**src/rtl/circular_right_rotate_seq_if.sv**
```systemverilog
// Request/result bundle for circular_right_rotate_seq.
//   master : requester side (drives in_valid/a/b/o_ready, sees in_ready/o/o_valid)
//   slave  : rotator side
// When ROTR_DIR_EN is defined a 1-bit dir signal is added (0 = right, 1 = left).
interface circular_right_rotate_seq_if;
  logic        in_valid;
  logic        in_ready;
  logic [31:0] a;
  logic [31:0] b;
  logic [31:0] o;
  logic        o_valid;
  logic        o_ready;
`ifdef ROTR_DIR_EN
  logic        dir;
`endif

  modport master (
`ifdef ROTR_DIR_EN
    output dir,
`endif
    output in_valid, a, b, o_ready,
    input  in_ready, o, o_valid
  );

  modport slave (
`ifdef ROTR_DIR_EN
    input  dir,
`endif
    input  in_valid, a, b, o_ready,
    output in_ready, o, o_valid
  );
endinterface

```
**src/rtl/circular_right_rotate_seq.sv**
```systemverilog
// Multi-cycle 32-bit circular rotator. Rotates by at most STEP positions per
// clock until the requested amount b[4:0] is consumed.
// Ports:
//   clk   : clock, rising edge
//   rst_n : synchronous active-low reset
//   bus   : slave modport (in_valid/in_ready/a/b request, o/o_valid/o_ready result)
// Optional feature macro ROTR_DIR_EN: adds bus.dir, captured at accept;
// dir=1 rotates left with identical timing. Default build rotates right only.
module circular_right_rotate_seq #(
  parameter int STEP = 1
) (
  input  logic                         clk,
  input  logic                         rst_n,
  circular_right_rotate_seq_if.slave   bus
);

  typedef enum logic [1:0] {IDLE, ROT, DONE} state_t;

  localparam logic [4:0] STEP_W = 5'(STEP);

  state_t      state_q, state_d;
  logic [31:0] work_q, work_d;
  logic [31:0] o_q, o_d;
  logic [4:0]  rem_q, rem_d;
  logic [4:0]  k;
  logic        left;

`ifdef ROTR_DIR_EN
  logic dir_q, dir_d;
  assign left = dir_q;
`else
  assign left = 1'b0;
`endif

  // b[31:5] carries no meaning for a 32-bit rotate.
  logic unused_b;
  assign unused_b = ^bus.b[31:5];

  // Rotate via a doubled word so any k in 0..31 is a single shift.
  function automatic logic [31:0] rot(input logic [31:0] w, input logic [4:0] amt,
                                      input logic lft);
    logic [63:0] dbl;
    dbl = {w, w};
    if (lft) begin
      dbl = dbl << amt;
      return dbl[63:32];
    end
    dbl = dbl >> amt;
    return dbl[31:0];
  endfunction

  always_comb begin
    state_d = state_q;
    work_d  = work_q;
    rem_d   = rem_q;
    o_d     = o_q;
`ifdef ROTR_DIR_EN
    dir_d   = dir_q;
`endif
    k = (rem_q < STEP_W) ? rem_q : STEP_W;
    unique case (state_q)
      IDLE: begin
        if (bus.in_valid) begin
          work_d = bus.a;
          rem_d  = bus.b[4:0];
`ifdef ROTR_DIR_EN
          dir_d  = bus.dir;
`endif
          if (bus.b[4:0] == 5'd0) begin
            state_d = DONE;
            o_d     = bus.a;
          end else begin
            state_d = ROT;
          end
        end
      end
      ROT: begin
        work_d = rot(work_q, k, left);
        rem_d  = rem_q - k;
        // Result register only updates on entry to DONE, so o holds its
        // previous value through IDLE/ROT.
        if (rem_q == k) begin
          state_d = DONE;
          o_d     = work_d;
        end
      end
      DONE: begin
        if (bus.o_ready) state_d = IDLE;
      end
      default: state_d = IDLE;
    endcase
  end

  always_ff @(posedge clk) begin
    if (!rst_n) begin
      state_q <= IDLE;
      work_q  <= '0;
      rem_q   <= '0;
      o_q     <= '0;
`ifdef ROTR_DIR_EN
      dir_q   <= 1'b0;
`endif
    end else begin
      state_q <= state_d;
      work_q  <= work_d;
      rem_q   <= rem_d;
      o_q     <= o_d;
`ifdef ROTR_DIR_EN
      dir_q   <= dir_d;
`endif
    end
  end

  assign bus.in_ready = (state_q == IDLE);
  assign bus.o_valid  = (state_q == DONE);
  assign bus.o        = o_q;

endmodule

```
**src/flat_wrapper.sv**
```systemverilog
// flat-port wrapper written by rule: the top's interface ports become plain ports
module circular_right_rotate_seq_flat 
#(
  parameter int STEP = 1
)
  (clk, rst_n, bus_in_valid, bus_a, bus_b, bus_o_ready, bus_in_ready, bus_o, bus_o_valid);
  circular_right_rotate_seq_if bus_i ();
  input  logic clk;
  input  logic rst_n;
  input wire logic [$bits(bus_i.in_valid)-1:0] bus_in_valid;
  input wire logic [$bits(bus_i.a)-1:0] bus_a;
  input wire logic [$bits(bus_i.b)-1:0] bus_b;
  input wire logic [$bits(bus_i.o_ready)-1:0] bus_o_ready;
  output wire logic [$bits(bus_i.in_ready)-1:0] bus_in_ready;
  output wire logic [$bits(bus_i.o)-1:0] bus_o;
  output wire logic [$bits(bus_i.o_valid)-1:0] bus_o_valid;
  assign bus_i.in_valid = bus_in_valid;
  assign bus_i.a = bus_a;
  assign bus_i.b = bus_b;
  assign bus_i.o_ready = bus_o_ready;
  assign bus_in_ready = bus_i.in_ready;
  assign bus_o = bus_i.o;
  assign bus_o_valid = bus_i.o_valid;
  circular_right_rotate_seq #(.STEP(STEP)) u_core (.clk(clk), .rst_n(rst_n), .bus(bus_i));
endmodule
```
**config.mk**
```make
export PLATFORM = sky130hd
export DESIGN_NAME = circular_right_rotate_seq_flat
export DESIGN_NICKNAME = d
export VERILOG_FILES = /design/src/rtl/circular_right_rotate_seq_if.sv /design/src/rtl/circular_right_rotate_seq.sv /design/src/flat_wrapper.sv
export SDC_FILE = /design/constraint.sdc
export NUM_CORES = 1
export LEC_CHECK = 0
export ABC_AREA = 1
export BUFFER_PORTS_ARGS = -buffer_cell sky130_fd_sc_hd__buf_2
export CORE_MARGIN = 10
export CORE_UTILIZATION = 33
export CTS_CLUSTER_DIAMETER = 200
export DETAILED_ROUTE_END_ITERATION = 8
export PLACE_DENSITY = 0.64
export SETUP_SLACK_MARGIN = 0.05
export SLEW_MARGIN = 30
export SYNTH_ARGS = -nofsm -noshare
export SYNTH_HDL_FRONTEND = slang
export SYNTH_SLANG_ARGS = --single-unit
```
**constraint.sdc**
```tcl
create_clock -name clk -period 1.4 [get_ports clk]
set_input_delay 0.28 -clock clk [delete_from_list [all_inputs] [get_ports clk]]
set_output_delay 0.28 -clock clk [all_outputs]
set_load 0.01 [all_outputs]
```
==> impl_metrics.json <==
{
  "outcome": "complete, no violations",
  "hp-class": "primary input to flip-flop",
  "maxCapViolations": 0,
  "clock_path_buffers": 2,
  "cts_made_buffers": 9,
  "powerDensity_mw_per_mm2": 2570,
  "maxSlewViolCount": 0,
  "grt_max_degree": 35,
  "ir_drop_mv": 1.00,
  "wl_met2_mm": 5.75,
  "finalSetupViolCount": 0,
  "clock-skew-final_ns": 0.00949,
  "drt_wl_total_mm": 11.9,
  "layout_common_cells": "198 x nand2_1, 105 x inv_1, 73 x buf_2",
  "hold_start": "bus_b[1]",
  "dpl.cell_count": 870,
  "r2r_start": "u_core.rem_q[2]",
  "finalInstanceArea_mm2": 0.00540,
  "cts_hold_buffers": 0,
  "syn-num-nets": 728,
  "route.vias.total": 4173,
  "crit_path_end_kind": "flip-flop",
  "cp.arrival_ns": 1.61,
  "hpwl_mm": 7.49,
  "path_clk_slew_ns": 0.06,
  "initial_core_util": 0.334,
  "layout-drive-gt1-share": 0.246,
  "ys_types": 23,
  "reg2reg_slack_ns": 0.06,
  "die_x_um": 130,
  "coreArea_mm2": 0.0119,
  "drt-initial-drc-count": 309,
  "grt_setup_unrepaired": "yes",
  "r2r_cells": 8,
  "crit_chain": "nor2_4 -> nand2_2 -> nand2_4 -> nand3_4 -> clkbuf_16 -> nand2_1 -> nand2_1 -> nor2_1",
  "ys_seq_area_frac": 0.358,
  "ys_seq_elements": 71,
  "area_growth_pct": 36.0,
  "antenna_found_initial": 1,
  "route.detailed.drc": 0,
  "setup_ws_ns": 0.0588,
  "fin_crit_ns": 1.34,
  "holdPathEnd": "u_core.rem_q[1]",
  "fin_cells": 900,
  "cts_root_buffer": "clkbuf_16",
  "utilization": 0.454,
  "wl_per_cell_um": 13.2,
  "place.gp.congestion": 0.815,
  "nFillCells": 1253,
  "met3_length_um": 919,
  "cts_htree_levels": 3,
  "worstPathRequired_ns": 1.67,
  "cp_slowest_cell": "dfxtp_2",
  "synth_area_mm2": 0.00397,
  "crit_type": "flip-flop to flip-flop",
  "fin_crit_sh": 0.958,
  "firstDrtPassIters": 6,
  "worstMarginPinSlew_ns": 0.284,
  "antenna_left": 0,
  "cp_max_fo": 8,
  "cpPeakStageDelay_ns": 0.34,
  "syn_area_per_cell_um2": 6.03,
  "dieArea_mm2": 0.0168,
  "grt_pass1_vias": 3680,
  "grtUsageTotal": 0.127,
  "placed_cell_area_mm2": 0.00463,
  "final_common_cell": "nand2_1",
  "insertion_delay_ns": 0.33,
  "cts_tree": "done",
  "top_layer_used": "met5",
  "num_io_pins": 102,
  "crit_top_cell": "nand2_1",
  "fmax_mhz": 746,
  "synthCells": 659,
  "portBuffers": 74,
  "nets": 816,
  "die_h_um": 130,
  "gr-total-overflow": 0,
  "hold_depth": 3,
  "p_leak_uw": 0.00298,
  "place_ws_ns": -0.00292,
  "grt_pass1_wl_mm": 17.3,
  "core.rowCount": 40,
  "avgViaCountPerCell": 4.64,
  "clock_sinks": 71,
  "drt-met1-wl_mm": 5.10,
  "r2r-end": "u_core.bus.o[7]",
  "holdWs_ns": 0.220,
  "yosys_warnings": 0,
  "relSlewSlack": 0.810,
  "hold_viol": 0,
  "cp-start-kind": "flip-flop"
}
==> report_power, final <==
group | internal, uW | leakage (uW) | switching [uW]
sequential | 2910 | 0.000588 | 350
clock | 1430 | 0.000140 | 853
combinational | 3480 | 0.00225 | 4870
==> Yosys cell counts, drive strengths merged <==
master / number / area share
nand3: 74 / 0.096
ha: 1 / 0.0031
inv: 108 / 0.10
nand2: 207 / 0.20
o21a: 1 / 0.0019
nor2: 75 / 0.073
clkbuf: 17 / 0.016
a211oi: 1 / 0.0031
nand4: 33 / 0.052
a21oi: 38 / 0.048
clkinv: 1 / 0.00094
dfxtp: 71 / 0.36
buf: 25 / 0.038
a31oi: 1 / 0.0016
o21ai: 6 / 0.010
==> worst max path at each step <==
stage	end	cells after the start	from	slack, ns
floorplan	u_core.bus.o[10]	8	u_core.state_q[0]	0.06
global placement	u_core.rem_q[2]	8	u_core.rem_q[2]	0.02
detailed placement	u_core.bus.o[13]	7	u_core.rem_q[2]	-0.003
CTS	u_core.bus.o[13]	7	u_core.rem_q[1]	0.05
global route	u_core.bus.o[0]	8	u_core.rem_q[2]	-0.02
finish	u_core.bus.o[7]	8	u_core.rem_q[2]	0.06
==> state kept, by name, summed over array words and instances, names as in the netlist <==
| signal | cells |
|---|---|
| u_core.bus.o | 32 |
| u_core.rem_q | 5 |
| u_core.state_q | 2 |
| u_core.work_q | 32 |
==> timing repair <==
action | 4_1_cts | 5_1_grt
cloned | 0 | 10
setup endpoints to repair | 49 | 50
pin swaps | 0 | 16
resized for setup | 10 | 59
setup buffers | 1 | 4
hold endpoints to repair | 0 | 0
==> critical path, delay by kind of cell (launching register included) <==
| family | cells | cell delay (ns) |
|---|---|---|
| buffers and inverters | 1 | 0.22 |
| flip-flops | 1 | 0.34 |
| AND/OR/NAND/NOR | 7 | 0.71 |
==> per-layer routing <==
metal / up-vias / GRT usage
li1: 2217 / -
met4: 2 / 0.0403
met5: - / 0
met2: 117 / 0.211
met3: 12 / 0.0450
met1: 1825 / 0.149
==> area by class of cell <==
cell class	count	area (um^2)	share of cell area
antenna	1	2.50	0.000463
clock buffer	13	250	0.0463
clock inverter	3	42.5	0.00787
inverter	109	413	0.0764
multi-input combinational	438	2140	0.395
sequential	71	1430	0.264
tap	147	184	0.0340
timing repair buffer	118	948	0.176
==> per-stage QoR <==
| stage | power [uW] | setup TNS [ns] |
|---|---|---|
| global placement | 9910 | 0 |
| floorplan | 8060 | 0 |
| detailed placement | 9990 | -0.00292 |
| finish | 13900 | 0 |
| CTS | 12400 | 0 |
| global route | 15100 | -0.175 |
==> cells by family after synthesis <==
group           synth area share
compound gates            0.0649
fa+ha+maj                0.00315
buf+inv                    0.157
flops                      0.358
simple gates               0.417
(Power assumes the default switching activity.)
